## src/rtl/text_rom_pkg.sv

```systemverilog
// Shared types and default constants for the text ROM streamer.
// Build option: TEXT_ROM_TERMINATOR_EN (consumed by text_rom_streamer).
package text_rom_pkg;

  typedef enum logic [1:0] {
    S_IDLE  = 2'd0,
    S_FETCH = 2'd1,
    S_SEND  = 2'd2,
    S_DONE  = 2'd3
  } state_e;

  localparam logic [7:0] DEFAULT_FILL = 8'h20;  // ASCII space
  localparam logic [7:0] DEFAULT_TERM = 8'h00;

endpackage

```

## src/rtl/text_rom_streamer_if.sv

```systemverilog
// Request/character-stream bundle between a client (master) and the streamer (slave).
interface text_rom_streamer_if #(
  parameter int DATA_W = 8,
  parameter int ADDR_W = 6
);
  logic              start;
  logic [ADDR_W-1:0] start_addr;
  logic [ADDR_W:0]   length;
  logic              abort;
  logic [DATA_W-1:0] out_data;
  logic              out_valid;
  logic              out_ready;
  logic              busy;
  logic              done;

  modport master (
    output start, start_addr, length, abort, out_ready,
    input  out_data, out_valid, busy, done
  );

  modport slave (
    input  start, start_addr, length, abort, out_ready,
    output out_data, out_valid, busy, done
  );
endinterface

```

## src/rtl/text_rom_streamer_rom.sv

```systemverilog
// Constant character table with a registered read port (one cycle of latency).
// Unprogrammed addresses return FILL.
module text_rom
  import text_rom_pkg::*;
#(
  parameter int                DATA_W = 8,
  parameter int                ADDR_W = 6,
  parameter logic [DATA_W-1:0] FILL   = DATA_W'(DEFAULT_FILL)
) (
  input  logic              clk,
  input  logic [ADDR_W-1:0] addr_i,
  output logic [DATA_W-1:0] data_o
);

  logic [DATA_W-1:0] rom_val;

  // NOTE: every path through always_comb assigns rom_val (default first), so no latch is inferred.
  always_comb begin
    rom_val = FILL;
    case (int'(addr_i))
      // "HELLO, WORLD!"
      0:  rom_val = DATA_W'(8'h48);
      1:  rom_val = DATA_W'(8'h45);
      2:  rom_val = DATA_W'(8'h4C);
      3:  rom_val = DATA_W'(8'h4C);
      4:  rom_val = DATA_W'(8'h4F);
      5:  rom_val = DATA_W'(8'h2C);
      6:  rom_val = DATA_W'(8'h20);
      7:  rom_val = DATA_W'(8'h57);
      8:  rom_val = DATA_W'(8'h4F);
      9:  rom_val = DATA_W'(8'h52);
      10: rom_val = DATA_W'(8'h4C);
      11: rom_val = DATA_W'(8'h44);
      12: rom_val = DATA_W'(8'h21);
      // "AB", terminator, "CDEFGHIJ"
      16: rom_val = DATA_W'(8'h41);
      17: rom_val = DATA_W'(8'h42);
      18: rom_val = DATA_W'(8'h00);
      19: rom_val = DATA_W'(8'h43);
      20: rom_val = DATA_W'(8'h44);
      21: rom_val = DATA_W'(8'h45);
      22: rom_val = DATA_W'(8'h46);
      23: rom_val = DATA_W'(8'h47);
      24: rom_val = DATA_W'(8'h48);
      25: rom_val = DATA_W'(8'h49);
      26: rom_val = DATA_W'(8'h4A);
      // "xyz#" at the top of the address space
      60: rom_val = DATA_W'(8'h78);
      61: rom_val = DATA_W'(8'h79);
      62: rom_val = DATA_W'(8'h7A);
      63: rom_val = DATA_W'(8'h23);
      default: rom_val = FILL;
    endcase
  end

  // NOTE: the read register carries no reset; its content is meaningless until an address is presented.
  always_ff @(posedge clk) begin
    data_o <= rom_val;
  end

endmodule

```

## src/rtl/text_rom_streamer.sv

```systemverilog
// Streams a run of characters from text_rom over a valid/ready handshake.
// Build option: TEXT_ROM_TERMINATOR_EN stops a string early at the TERM character.
module text_rom_streamer
  import text_rom_pkg::*;
#(
  parameter int                DATA_W = 8,
  parameter int                ADDR_W = 6,
  parameter logic [DATA_W-1:0] FILL   = DATA_W'(DEFAULT_FILL),
  parameter logic [DATA_W-1:0] TERM   = DATA_W'(DEFAULT_TERM)
) (
  input  logic               clk,
  input  logic               rst,
  text_rom_streamer_if.slave bus
);

`ifdef TEXT_ROM_TERMINATOR_EN
  localparam bit TERM_EN = 1'b1;
`else
  localparam bit TERM_EN = 1'b0;
`endif

  state_e            state_q, state_d;
  logic [ADDR_W-1:0] addr_q, addr_d;
  logic [ADDR_W:0]   cnt_q, cnt_d;
  logic [DATA_W-1:0] data_q, data_d;
  logic [DATA_W-1:0] rom_data;
  logic              term_hit;

  // The ROM is addressed with the next-state address so the word for addr_q is ready during FETCH.
  text_rom #(
    .DATA_W (DATA_W),
    .ADDR_W (ADDR_W),
    .FILL   (FILL)
  ) u_rom (
    .clk    (clk),
    .addr_i (addr_d),
    .data_o (rom_data)
  );

  assign term_hit = TERM_EN && (rom_data == TERM);

  always_comb begin
    state_d = state_q;
    addr_d  = addr_q;
    cnt_d   = cnt_q;
    data_d  = data_q;
    case (state_q)
      S_IDLE: begin
        if (bus.start) begin
          addr_d  = bus.start_addr;
          cnt_d   = bus.length;
          state_d = (bus.length == '0) ? S_DONE : S_FETCH;
        end
      end
      S_FETCH: begin
        data_d  = rom_data;
        state_d = term_hit ? S_DONE : S_SEND;
      end
      S_SEND: begin
        if (bus.out_ready) begin
          if (cnt_q > (ADDR_W+1)'(1)) begin
            addr_d  = addr_q + 1'b1;  // wraps modulo DEPTH
            cnt_d   = cnt_q - 1'b1;
            state_d = S_FETCH;
          end else begin
            state_d = S_DONE;
          end
        end
      end
      S_DONE:  state_d = S_IDLE;
      default: state_d = S_IDLE;
    endcase
    // Abort wins over any handshake taking place in the same cycle.
    if (bus.abort && (state_q != S_IDLE)) begin
      state_d = S_IDLE;
    end
  end

  // NOTE: sequential state uses non-blocking assignments so every register samples pre-edge values.
  always_ff @(posedge clk) begin
    if (rst) begin
      state_q <= S_IDLE;
      addr_q  <= '0;
      cnt_q   <= '0;
      data_q  <= '0;
    end else begin
      state_q <= state_d;
      addr_q  <= addr_d;
      cnt_q   <= cnt_d;
      data_q  <= data_d;
    end
  end

  assign bus.out_valid = (state_q == S_SEND) && !bus.abort;
  assign bus.out_data  = data_q;
  assign bus.busy      = (state_q != S_IDLE);
  assign bus.done      = (state_q == S_DONE);

endmodule

```

## src/flat_wrapper.sv

```systemverilog
// flat-port wrapper written by rule: the top's interface ports become plain ports
module text_rom_streamer_flat import text_rom_pkg::*;
#(
  parameter int                DATA_W = 8,
  parameter int                ADDR_W = 6,
  parameter logic [DATA_W-1:0] FILL   = DATA_W'(DEFAULT_FILL),
  parameter logic [DATA_W-1:0] TERM   = DATA_W'(DEFAULT_TERM)
)
  (clk, rst, bus_start, bus_start_addr, bus_length, bus_abort, bus_out_ready, bus_out_data, bus_out_valid, bus_busy, bus_done);
  text_rom_streamer_if #(.DATA_W(DATA_W), .ADDR_W(ADDR_W)) bus_i ();
  input  logic clk;
  input  logic rst;
  input wire logic [$bits(bus_i.start)-1:0] bus_start;
  input wire logic [$bits(bus_i.start_addr)-1:0] bus_start_addr;
  input wire logic [$bits(bus_i.length)-1:0] bus_length;
  input wire logic [$bits(bus_i.abort)-1:0] bus_abort;
  input wire logic [$bits(bus_i.out_ready)-1:0] bus_out_ready;
  output wire logic [$bits(bus_i.out_data)-1:0] bus_out_data;
  output wire logic [$bits(bus_i.out_valid)-1:0] bus_out_valid;
  output wire logic [$bits(bus_i.busy)-1:0] bus_busy;
  output wire logic [$bits(bus_i.done)-1:0] bus_done;
  assign bus_i.start = bus_start;
  assign bus_i.start_addr = bus_start_addr;
  assign bus_i.length = bus_length;
  assign bus_i.abort = bus_abort;
  assign bus_i.out_ready = bus_out_ready;
  assign bus_out_data = bus_i.out_data;
  assign bus_out_valid = bus_i.out_valid;
  assign bus_busy = bus_i.busy;
  assign bus_done = bus_i.done;
  text_rom_streamer #(.DATA_W(DATA_W), .ADDR_W(ADDR_W), .FILL(FILL), .TERM(TERM)) u_core (.clk(clk), .rst(rst), .bus(bus_i));
endmodule
```

## config.mk

```make
export PLATFORM = sky130hd
export DESIGN_NAME = text_rom_streamer_flat
export DESIGN_NICKNAME = d
export VERILOG_FILES = /design/src/rtl/text_rom_pkg.sv /design/src/rtl/text_rom_streamer_if.sv /design/src/rtl/text_rom_streamer_rom.sv /design/src/rtl/text_rom_streamer.sv /design/src/flat_wrapper.sv
export SDC_FILE = /design/constraint.sdc
export NUM_CORES = 1
export LEC_CHECK = 0
export BUFFER_PORTS_ARGS = -buffer_cell sky130_fd_sc_hd__buf_4
export CAP_MARGIN = 20
export CORE_UTILIZATION = 56
export CTS_CLUSTER_DIAMETER = 100
export DETAILED_ROUTE_END_ITERATION = 8
export PLACE_DENSITY = 0.82
export SLEW_MARGIN = 40
export SYNTH_ARGS = -nofsm -noshare
export SYNTH_HDL_FRONTEND = slang
export SYNTH_SLANG_ARGS = --single-unit
```

## constraint.sdc

```tcl
create_clock -name clk -period 3.3 [get_ports clk]
set_input_delay 0.165 -clock clk [delete_from_list [all_inputs] [get_ports clk]]
set_output_delay 0.165 -clock clk [all_outputs]
set_load 0.05 [all_outputs]
```

==> flow_metrics.tcl, run 1 <==
set metrics [dict create \
    grt_first_pass_wirelength_um 7630 \
    max_slew_margin 0.542 \
    pwr-share-comb 0.317 \
    power_report.internal_total_mw 0.609 \
    design.core.area_um2 3100 \
    drive_above_1_share 0.199 \
    netSwitchingPower_mw 0.330 \
    setup_total_negative_slack_ps 0 \
    min-delay-path-class "in -> reg" \
    detailedPlacementHpwl_um 3240 \
    drt-wirelength-per-cell_um 14.8 \
    max_cap_violations 0 \
    pin_count 29 \
    clockPowerShare 0.235 \
    drt_pass1_iterations 4 \
    gp_congestion 0.936 \
    reg2reg_to "u_core.u_rom.data_o[1]$_DFF_P_" \
    postCtsResizedCells 0 \
    worstPathArrival_ps 3100 \
    post_synth_net_total 267 \
    reg2regPathDepth 7 \
    die_area_um2 3560 \
    yosys_most_used_dff "dfxtp_1" \
    num_antenna_cells 0 \
    hold_buffers 0 \
    worstSetupStartpointType "flop" \
    grt_remaining_overflow 0 \
    worst_skew_pair.late_latency_ps 330 \
    synth_async_sr_flop_share 0 \
    clockRootBuffer "clkbuf_4" \
    yosys_warnings 0 \
    setup_viol 0 \
    track_usage 0.288 \
    path_max_fanout 10 \
    power.ir.vdd_worst_mv 0.319 \
    synth_to_layout_area_growth_pct 15.3 \
    r2r_setup_slack_ps 470 \
    power.density_nw_per_um2 437 \
    swShare 0.351 \
    hold_path_depth 4 \
    p_total_mw 0.939 \
    synth_sequential_area_ratio 0.312 \
    fill_cells 282 \
    netlist-cell-type-count 52 \
    final_cell_mix "buf_4, nor2_1, dfxtp_1" \
    worst_setup_hold_path_clk_slew_ps 100 \
    timing.final.hold_violations 0 \
    dieWidth_um 59.7 \
    grt_antenna_before_repair 0 \
    crit_path_required_time_ps 3570 \
    port_buffers 27 \
    final.period_utilization 0.857 \
    htreeDepth 2 \
    final.setup_skew_ps 15.4 \
    postRouteAntennaNets 0 \
    endpoint_type_of_the_worst_setup_path "flop" \
    cts.sink_count 29 \
    synth.avg_cell_area_um2 7.73 \
    drc 0 \
    dr.first_iter.drc_count 98 \
    cts_max_path_buffers 2 \
    rows 20 \
    status "complete, no violations" \
    synth_edf_count 0 \
    initial_core_util 0.600 \
    fmax_mhz 354 \
    layout.cells.most_common "buf_4" \
    die_height_um 59.7 \
    pin_slew_with_the_least_headroom_to_its_limit_ps 686 \
    setup.worst_path.class "reg -> reg" \
    synthesis.area_um2 1860 \
    post-cts-setup-buffer-count 0 \
    grt_pass1_vias 1650 \
    synth_seq_cells 29 \
    reg2reg_from "u_core.cnt_q[2]$_SDFFE_PP0P_" \
    tritoncts "yes" \
    worst_hold_startpoint "bus_abort" \
    netlist_instances 241 \
    cts_made_buffers 5 \
    fin_crit_ps 2830 \
    detailroute.via_count 1826 \
    leakage_nw 0.908 \
    hold-path-endpoint "u_core.state_q[1]$_SDFFE_PP0P_" \
    finalWirelength_um 4600 \
    avgViaCountPerCell 5.89 \
    timing.final.max_slew_violations 0 \
    grt_max_degree 24 \
    setup_repair_after_global_routing_missed_its_margin "no" \
    final_net_count 292 \
    sequentialPowerShare 0.448 \
]
==> sequential cells by signal, indices dropped and copies added (netlist names) <==
signal               count
u_core.u_rom.data_o      7
u_core.state_q           2
u_core.addr_q            6
u_core.cnt_q             7
u_core.bus.out_data      7
==> power by group through the flow <==
stage	clock network, mW	logic [mW]	registers, mW
after floorplan	0	0.208	0.435
after global placement	0	0.287	0.427
after detailed placement	0	0.290	0.428
after CTS	0.223	0.293	0.420
after global routing	0.240	0.329	0.426
final	0.221	0.298	0.421
==> final cells by class <==
| type | instances | area (um2) | share of cell area |
|---|---|---|---|
| multi-input cells | 190 | 1180 | 0.551 |
| repair buffers | 33 | 248 | 0.115 |
| clock buffers | 7 | 55.1 | 0.0256 |
| flip-flops and latches | 29 | 581 | 0.270 |
| inverters | 7 | 26.3 | 0.0122 |
| well taps | 44 | 55.1 | 0.0256 |
==> cells in the mapped netlist, types with 5 or more instances <==
cell / number / area share
o22ai_1: 7 / 0.024
o21ai_0: 13 / 0.035
nand2_1: 26 / 0.052
a211oi_1: 5 / 0.020
mux2i_1: 9 / 0.048
dfxtp_1: 29 / 0.31
ha_1: 8 / 0.054
nor2b_1: 8 / 0.027
inv_1: 7 / 0.014
nor3_1: 6 / 0.016
nor2_1: 32 / 0.064
clkbuf_1: 9 / 0.018
a21oi_1: 16 / 0.043
==> how the worst max path moves through the flow <==
stage / endpoint / start / slack (ps) / cells past startpoint
after floorplan: u_core.u_rom.data_o[1]$_DFF_P_ / u_core.cnt_q[2]$_SDFFE_PP0P_ / 490 / 9
after global placement: u_core.u_rom.data_o[1]$_DFF_P_ / u_core.cnt_q[2]$_SDFFE_PP0P_ / 580 / 8
after detailed placement: u_core.u_rom.data_o[1]$_DFF_P_ / u_core.cnt_q[2]$_SDFFE_PP0P_ / 520 / 9
after CTS: u_core.u_rom.data_o[1]$_DFF_P_ / u_core.cnt_q[2]$_SDFFE_PP0P_ / 480 / 7
after global routing: u_core.u_rom.data_o[1]$_DFF_P_ / u_core.cnt_q[2]$_SDFFE_PP0P_ / 320 / 7
final: u_core.u_rom.data_o[1]$_DFF_P_ / u_core.cnt_q[2]$_SDFFE_PP0P_ / 470 / 7
==> kinds of logic after synthesis <==
kind of cell | count (synthesis) | synth area share
buffers and inverters | 22 | 0.0544
and+or+nand+nor | 104 | 0.279
xor gates and xnor gates | 1 | 0.00470
muxes | 9 | 0.0484
AOI/OAI and AO/OA | 67 | 0.246
other | 1 | 0.00201
DFF | 29 | 0.312
adders and majority gates | 8 | 0.0537
==> through the flow <==
stage | setup WS [ps] | hold WS, ps | util | cell area (um2) | instances
floorplan | 487 | 238 | - | 1860 | 241
global placement | 580 | 447 | 0.674 | 2090 | 303
detailed placement | 520 | 462 | 0.674 | 2090 | 303
CTS | 483 | 126 | 0.692 | 2150 | 310
global route | 322 | 156 | 0.692 | 2150 | 310
finish | 472 | 144 | 0.692 | 2150 | 310
==> layer usage <==
layer  global-route usage  vias up  routed length (um)
li1                     -      916                   -
met1                0.397      837                2210
met2                0.416       64                2050
met3               0.0779        9                 259
met4                0.130        0                  80
met5                    0        -                   0
==> critical path, cell delays in order, from the launching register on <==
cell	delay [ps]
dfxtp_1	360
or4_4	560
nor3_1	400
nor3_1	110
or3b_1	580
or2_1	340
nor4_1	270
or3_1	160
No activity file was read; power rests on OpenSTA's default activity.
==> inputs of run 2 (changes only) <==
--- a/config.mk
+++ b/config.mk
@@ -7,11 +7,13 @@
 export LEC_CHECK = 0
 export BUFFER_PORTS_ARGS = -buffer_cell sky130_fd_sc_hd__buf_4
 export CAP_MARGIN = 20
-export CORE_UTILIZATION = 56
+export CORE_UTILIZATION = 57
 export CTS_CLUSTER_DIAMETER = 100
 export DETAILED_ROUTE_END_ITERATION = 8
 export PLACE_DENSITY = 0.82
+export RECOVER_POWER = 100
 export SLEW_MARGIN = 40
 export SYNTH_ARGS = -nofsm -noshare
 export SYNTH_HDL_FRONTEND = slang
+export SYNTH_HIERARCHICAL = 1
 export SYNTH_SLANG_ARGS = --single-unit
==> constraint.sdc (replaced) <==
create_clock -name clk -period 2.7 [get_ports clk]
set_input_delay 0.135 -clock clk [delete_from_list [all_inputs] [get_ports clk]]
set_output_delay 0.135 -clock clk [all_outputs]
set_load 0.05 [all_outputs]
==> run 2 against run 1 <==
Compared with the run above:
- setup slack got worse by 390 ps
- global-route usage increased by 0.22 points
- non-clock buffer count rose by 16
- final area up 13%
- worst hold slack worse by 47 ps
- first-iteration DRC count up 140%
- sequential power is 24% higher
==> flow_metrics.tcl, run 2 <==
set metrics [dict create \
    status "complete, no violations" \
    synth.area.top_cells "dfxtp_1, ha_1, mux2i_1" \
    power.density_nw_per_um2 517 \
    post-cts-setup-buffer-count 0 \
    drt-wirelength-per-cell_um 15.6 \
    reg2reg_to "u_core/u_rom/data_o[3]$_DFF_P_" \
    initial_core_util 0.608 \
    worstPathArrival_ps 2820 \
    setup.worst_path.class "reg -> reg" \
    dr.first_iter.drc_count 235 \
    worstSetupStartpoint "u_core/cnt_q[2]$_SDFFE_PP0P_" \
    leakage_nw 0.976 \
    sequentialPowerShare 0.416 \
    tritoncts "yes" \
    netlist-cell-type-count 62 \
    p_total_mw 1.26 \
    swShare 0.362 \
    fin_worst_hold_slack_ps 97.0 \
    synth_edf_count 0 \
    post_synth_net_total 279 \
    synth-simple-area-share 0.251 \
    crit_path_required_time_ps 2900 \
    power.ir.vdd_worst_mv 0.312 \
    reg2regPathDepth 8 \
    max_slew_margin 0.591 \
    setup_viol 0 \
    die_area_um2 3860 \
    endpoint_type_of_the_worst_setup_path "flop" \
    timing.final.hold_violations 0 \
    avgViaCountPerCell 6.18 \
    power_report.internal_total_mw 0.802 \
    fmax_mhz 382 \
    final_net_count 318 \
    port_buffers 28 \
    stdcell_count 337 \
    crit_path_top_delay_cell "or4_4" \
    critical_path.endpoint "u_core/u_rom/data_o[3]$_DFF_P_" \
    finalWirelength_um 5250 \
    synth_top_area_share 0.291 \
    grt_pass1_vias 1904 \
    timing.final.max_slew_violations 0 \
    grt_max_degree 24 \
    drc 0 \
    synthesized_area_fraction_occupied_by_xor_and_xnor_cells 0 \
    detailedPlacementHpwl_um 3900 \
    final_cell_mix "buf_4, dfxtp_1, nor2_1" \
    max_cap_violations 0 \
    pin_count 29 \
    die_height_um 62.1 \
    cts.sink_count 30 \
    synth.avg_cell_area_um2 8.21 \
    postRouteAntennaNets 0 \
    netSwitchingPower_mw 0.456 \
    fin_crit_ps 2620 \
    r2r_setup_slack_ps 80 \
    netlist_instances 251 \
    layout.cells.most_common "buf_4" \
    synth_seq_cells 30 \
    detailroute.via_count 2081 \
    design.core.area_um2 3390 \
    final.setup_skew_ps 15.6 \
    dieWidth_um 62.1 \
    reg2reg_from "u_core/cnt_q[2]$_SDFFE_PP0P_" \
    yosysMostFrequentCell "dfxtp_1" \
    final.period_utilization 0.969 \
    min-delay-path-class "in -> reg" \
    critical-path-max-stage-delay_ps 530 \
    clockRootBuffer "clkbuf_4" \
    grt_antenna_before_repair 0 \
    synth_compound_area_frac 0.270 \
    clockPowerShare 0.234 \
    synthesis.area_um2 2060 \
    finish.instance_area_um2 2430 \
    fill_cells 296 \
    htreeDepth 2 \
    gp_congestion 0.884 \
    pin_slew_with_the_least_headroom_to_its_limit_ps 616 \
    grt_first_pass_wirelength_um 8930 \
    synth_top_family_by_area "compound AO/OA/AOI/OAI gates" \
    rows 21 \
    yosys_warnings 13 \
    cts_max_path_buffers 2 \
    path_max_fanout 6 \
    netlist.top_cell.by_area "dfxtp_1" \
    synth_to_layout_area_growth_pct 18.1 \
    yosys-mux-area-fraction 0.0534 \
    worst_setup_hold_path_clk_slew_ps 110 \
    placed_cell_area_um2 2390 \
    largest_reg_flops 8 \
    worst_skew_pair.late_latency_ps 330 \
    grt_remaining_overflow 0 \
    synthTopCellsByCount "dfxtp_1, nor2_1, a21oi_1, inv_1" \
    yosys_most_used_dff "dfxtp_1" \
    synth_async_sr_flop_share 0 \
    numPlacedInstances 329 \
    worstSetupStartpointType "flop" \
    adder_and_majority_gate_portion_of_the_synthesized_area 0.0607 \
    drt_pass1_iterations 4 \
    drive_above_1_share 0.203 \
    synth_sequential_area_ratio 0.291 \
    num_antenna_cells 0 \
    crit_path_cell_trace "or3_4 -> or4_4 -> o2111ai_2 -> inv_2 -> ha_1 -> or3b_1 -> a311oi_2 -> o31ai_1" \
    pwr-share-comb 0.350 \
    cts_made_buffers 5 \
    worst_hold_startpoint "bus_abort" \
    track_usage 0.290 \
]
[run 2: metrics by stage]
step                      setup TNS [ps]  setup WS, ps  utilization
after floorplan                        0          22.9            -
after global placement                 0          68.1        0.705
after detailed placement               0          36.6        0.705
after CTS                              0         0.116        0.724
after global routing               -20.8         -20.8        0.718
final                                  0          84.5        0.718
[run 2: worst max-delay path, delay by kind of cell, from the launching register on]
kind	cells	cell delay, ps
AND/OR/NAND/NOR	3	1350
flip-flops	1	330
AO/OA/AOI/OAI	3	490
buffers and inverters	1	90
adder cells (fa/ha/maj)	1	240
[run 2: cell families (layout without fill, tap and decap cells)]
| group | Yosys count | after routing |
|---|---|---|
| other | 1 | 1 |
| multiplexers | 11 | 11 |
| buffers and inverters | 31 | 71 |
| adder cells (fa/ha/maj) | 10 | 10 |
| AO/OA/AOI/OAI | 75 | 75 |
| AND/OR/NAND/NOR | 93 | 93 |
| flip-flops | 30 | 30 |
[run 2: layout make-up]
class	instances	area, um2	share of cell area
Clock buffer	6	51.3	0.0211
Clock inverter	2	12.5	0.00514
Inverter	14	52.6	0.0216
Multi-Input combinational cell	190	1350	0.553
Sequential cell	30	603	0.248
Tap cell	46	57.6	0.0237
Timing Repair Buffer	49	312	0.128
[run 2: how the worst min path moves through the flow]
stage	end	slack (ps)	cells after the start
after floorplan	u_core/addr_q[4]$_SDFF_PP0_	310	2
after global placement	u_core/state_q[0]$_SDFFE_PP0P_	440	3
after detailed placement	u_core/state_q[0]$_SDFFE_PP0P_	440	3
after CTS	u_core/state_q[0]$_SDFFE_PP0P_	80	3
after global routing	u_core/state_q[0]$_SDFFE_PP0P_	110	3
final	u_core/state_q[0]$_SDFFE_PP0P_	100	3
[run 2: metal layers]
layer / vias to the layer above / part of all wire / GRT usage
met5: - / 0 / 0
met4: 0 / 0.014 / 0.105
met3: 6 / 0.087 / 0.0460
met2: 104 / 0.45 / 0.446
met1: 966 / 0.45 / 0.408
li1: 1005 / - / -
[run 2: power by group through the flow]
stage               clock network [mW]  registers (mW)  logic [mW]
floorplan                            0           0.551       0.279
global placement                     0           0.532       0.424
detailed placement                   0           0.532       0.430
CTS                              0.306           0.522       0.432
global route                     0.316           0.529       0.483
finish                           0.295           0.523       0.440
[run 2: timing repair]
action                                 in CTS  in global routing
gates resized for setup                     0                  9
setup endpoints to repair                   0                  5
endpoints found under the hold margin       0                  0
hold buffers                                0                  0
==> inputs of run 3 (changes only) <==
--- a/config.mk
+++ b/config.mk
@@ -12,6 +12,7 @@
 export DETAILED_ROUTE_END_ITERATION = 8
 export PLACE_DENSITY = 0.82
 export RECOVER_POWER = 100
+export REMOVE_ABC_BUFFERS = 1
 export SLEW_MARGIN = 40
 export SYNTH_ARGS = -nofsm -noshare
 export SYNTH_HDL_FRONTEND = slang
==> run 3 against run 2 <==
Compared with the run above:
- utilization fell by 0.48 points
- worst hold slack better by 18 ps
- clock power down 18%
- final area is 0.67% lower
- flip-flop and latch count stayed put
- sequential share of layout area up 0.11 points
==> flow_metrics.tcl, run 3 (same netlist as run 2, synthesis figures left out) <==
set metrics [dict create \
    worst_setup_hold_path_clk_slew_ps 90 \
    placed_cell_area_um2 2400 \
    pin_slew_with_the_least_headroom_to_its_limit_ps 607 \
    drc 0 \
    power_report.internal_total_mw 0.775 \
    drive_above_1_share 0.192 \
    port_buffers 28 \
    setup_viol 0 \
    power.ir.vdd_worst_mv 0.329 \
    avgViaCountPerCell 6.12 \
    tritoncts "yes" \
    postCtsResizedCells 0 \
    detailroute.via_count 2062 \
    pwr-share-comb 0.365 \
    cts_made_buffers 5 \
    leakage_nw 0.972 \
    timing.final.hold_violations 0 \
    status "complete, no violations" \
    initial_core_util 0.608 \
    setup.worst_path.class "reg -> reg" \
    max_slew_margin 0.597 \
    die_height_um 62.1 \
    critical-path-max-stage-delay_ps 530 \
    p_total_mw 1.21 \
    endpoint_type_of_the_worst_setup_path "flop" \
    drt-wirelength-per-cell_um 15.8 \
    setup_repair_after_global_routing_missed_its_margin "no" \
    worst_skew_pair.late_latency_ps 310 \
    design.core.area_um2 3390 \
    grt_first_pass_wirelength_um 9110 \
    netSwitchingPower_mw 0.431 \
    dr.first_iter.drc_count 98 \
    fill_cells 291 \
    final.setup_skew_ps 3.80 \
    final.period_utilization 0.956 \
    die_area_um2 3860 \
    largest_reg_flops 8 \
    rows 21 \
    drt_pass1_iterations 4 \
    finish.instance_area_um2 2420 \
    grt_remaining_overflow 0 \
    sequentialPowerShare 0.433 \
    cts.sink_count 30 \
    grt_max_degree 24 \
    worstSetupStartpointType "flop" \
    crit_path_required_time_ps 2900 \
    final_cell_mix "buf_4, dfxtp_1, nor2_1" \
    fmax_mhz 388 \
    pin_count 29 \
    track_usage 0.289 \
    critical-path-top-delay-family "simple AND/OR/NAND/NOR gates" \
    detailedPlacementHpwl_um 3950 \
    fin_crit_ps 2580 \
    min-delay-path-class "in -> reg" \
    finalWirelength_um 5330 \
    htreeDepth 2 \
    grt_antenna_before_repair 0 \
    num_antenna_cells 0 \
    critical_path.n_buffers_inverters 1 \
    path_max_fanout 6 \
    fin_util 0.713 \
    max_cap_violations 0 \
    timing.final.max_slew_violations 0 \
    layout.cells.most_common "buf_4" \
    post-cts-setup-buffer-count 0 \
    postRouteAntennaNets 0 \
    clockPowerShare 0.202 \
    swShare 0.357 \
    crit_path_top_delay_cell "or4_4" \
    power.density_nw_per_um2 499 \
    clockRootBuffer "clkbuf_4" \
    worstPathArrival_ps 2780 \
    gp_congestion 0.935 \
    grt_pass1_vias 1996 \
    synth_to_layout_area_growth_pct 17.3 \
    dieWidth_um 62.1 \
    hold_buffers 0 \
    cts_max_path_buffers 2 \
    crit_path_cell_trace "or3_4 -> or4_4 -> o2111ai_2 -> inv_2 -> ha_1 -> or3b_1 -> a311oi_2 -> o31ai_1" \
    final_net_count 319 \
]
## run 3: cell types whose count changed in the layout (fill, tap and decap cells not counted), sizes merged
cell and change:
clkbuf +2, clkinv -1, clkinvlp -1
## run 3: power by group through the flow
stage | logic, mW | registers [mW] | clock network, mW
2_1_floorplan | 0.247 | 0.556 | 0
3_3_place_gp | 0.423 | 0.529 | 0
3_5_place_dp | 0.429 | 0.531 | 0
4_1_cts | 0.431 | 0.521 | 0.247
5_1_grt | 0.479 | 0.529 | 0.261
6_report | 0.440 | 0.522 | 0.243
## run 3: routing by layer
layer  up-vias  routed length [um]  GRT usage
li1       1014                   -          -
met1       955                2540      0.392
met2        83                2360      0.455
met3        10                 347     0.0607
met4         0                  74     0.0988
met5         -                   0          0
## run 3: layout make-up
cell class	count	area, um2	area share
multi-input cells	190	1340	0.554
flip-flops and latches	30	602	0.249
repair buffers	50	320	0.133
well taps	46	57.6	0.0238
inverters	14	52.6	0.0217
clock buffers	7	45.0	0.0186
## run 3: stage by stage
step                setup WS, ps  setup TNS [ps]  hold slack [ps]  cells
finish                       120               0              115    337
CTS                         6.47               0              103    337
detailed placement          25.1               0              438    330
global route                15.7               0              147    337
global placement             105               0              435    330
floorplan                  -10.4           -10.4              204    234
## run 3: worst paths after layout
path                            depth (start not counted)  slack, ps                           start                                   to
worst min register to register                          2        480  u_core/u_rom/data_o[6]$_DFF_P_  u_core/bus.out_data[6]$_SDFFE_PP0P_
worst max register to register                          8        120    u_core/cnt_q[2]$_SDFFE_PP0P_       u_core/u_rom/data_o[3]$_DFF_P_
worst min-delay path                                    3        120                       bus_abort       u_core/state_q[0]$_SDFFE_PP0P_
worst max-delay path                                    8        120    u_core/cnt_q[2]$_SDFFE_PP0P_       u_core/u_rom/data_o[3]$_DFF_P_
## run 3: worst reg2reg max path, stage by stage, from the launching register on
cell       delay, ps
dfxtp_1          320
or3_4            430
or4_4            530
o2111ai_2        120
inv_2             80
ha_1             240
or3b_1           400
a311oi_2         250
o31ai_1          100
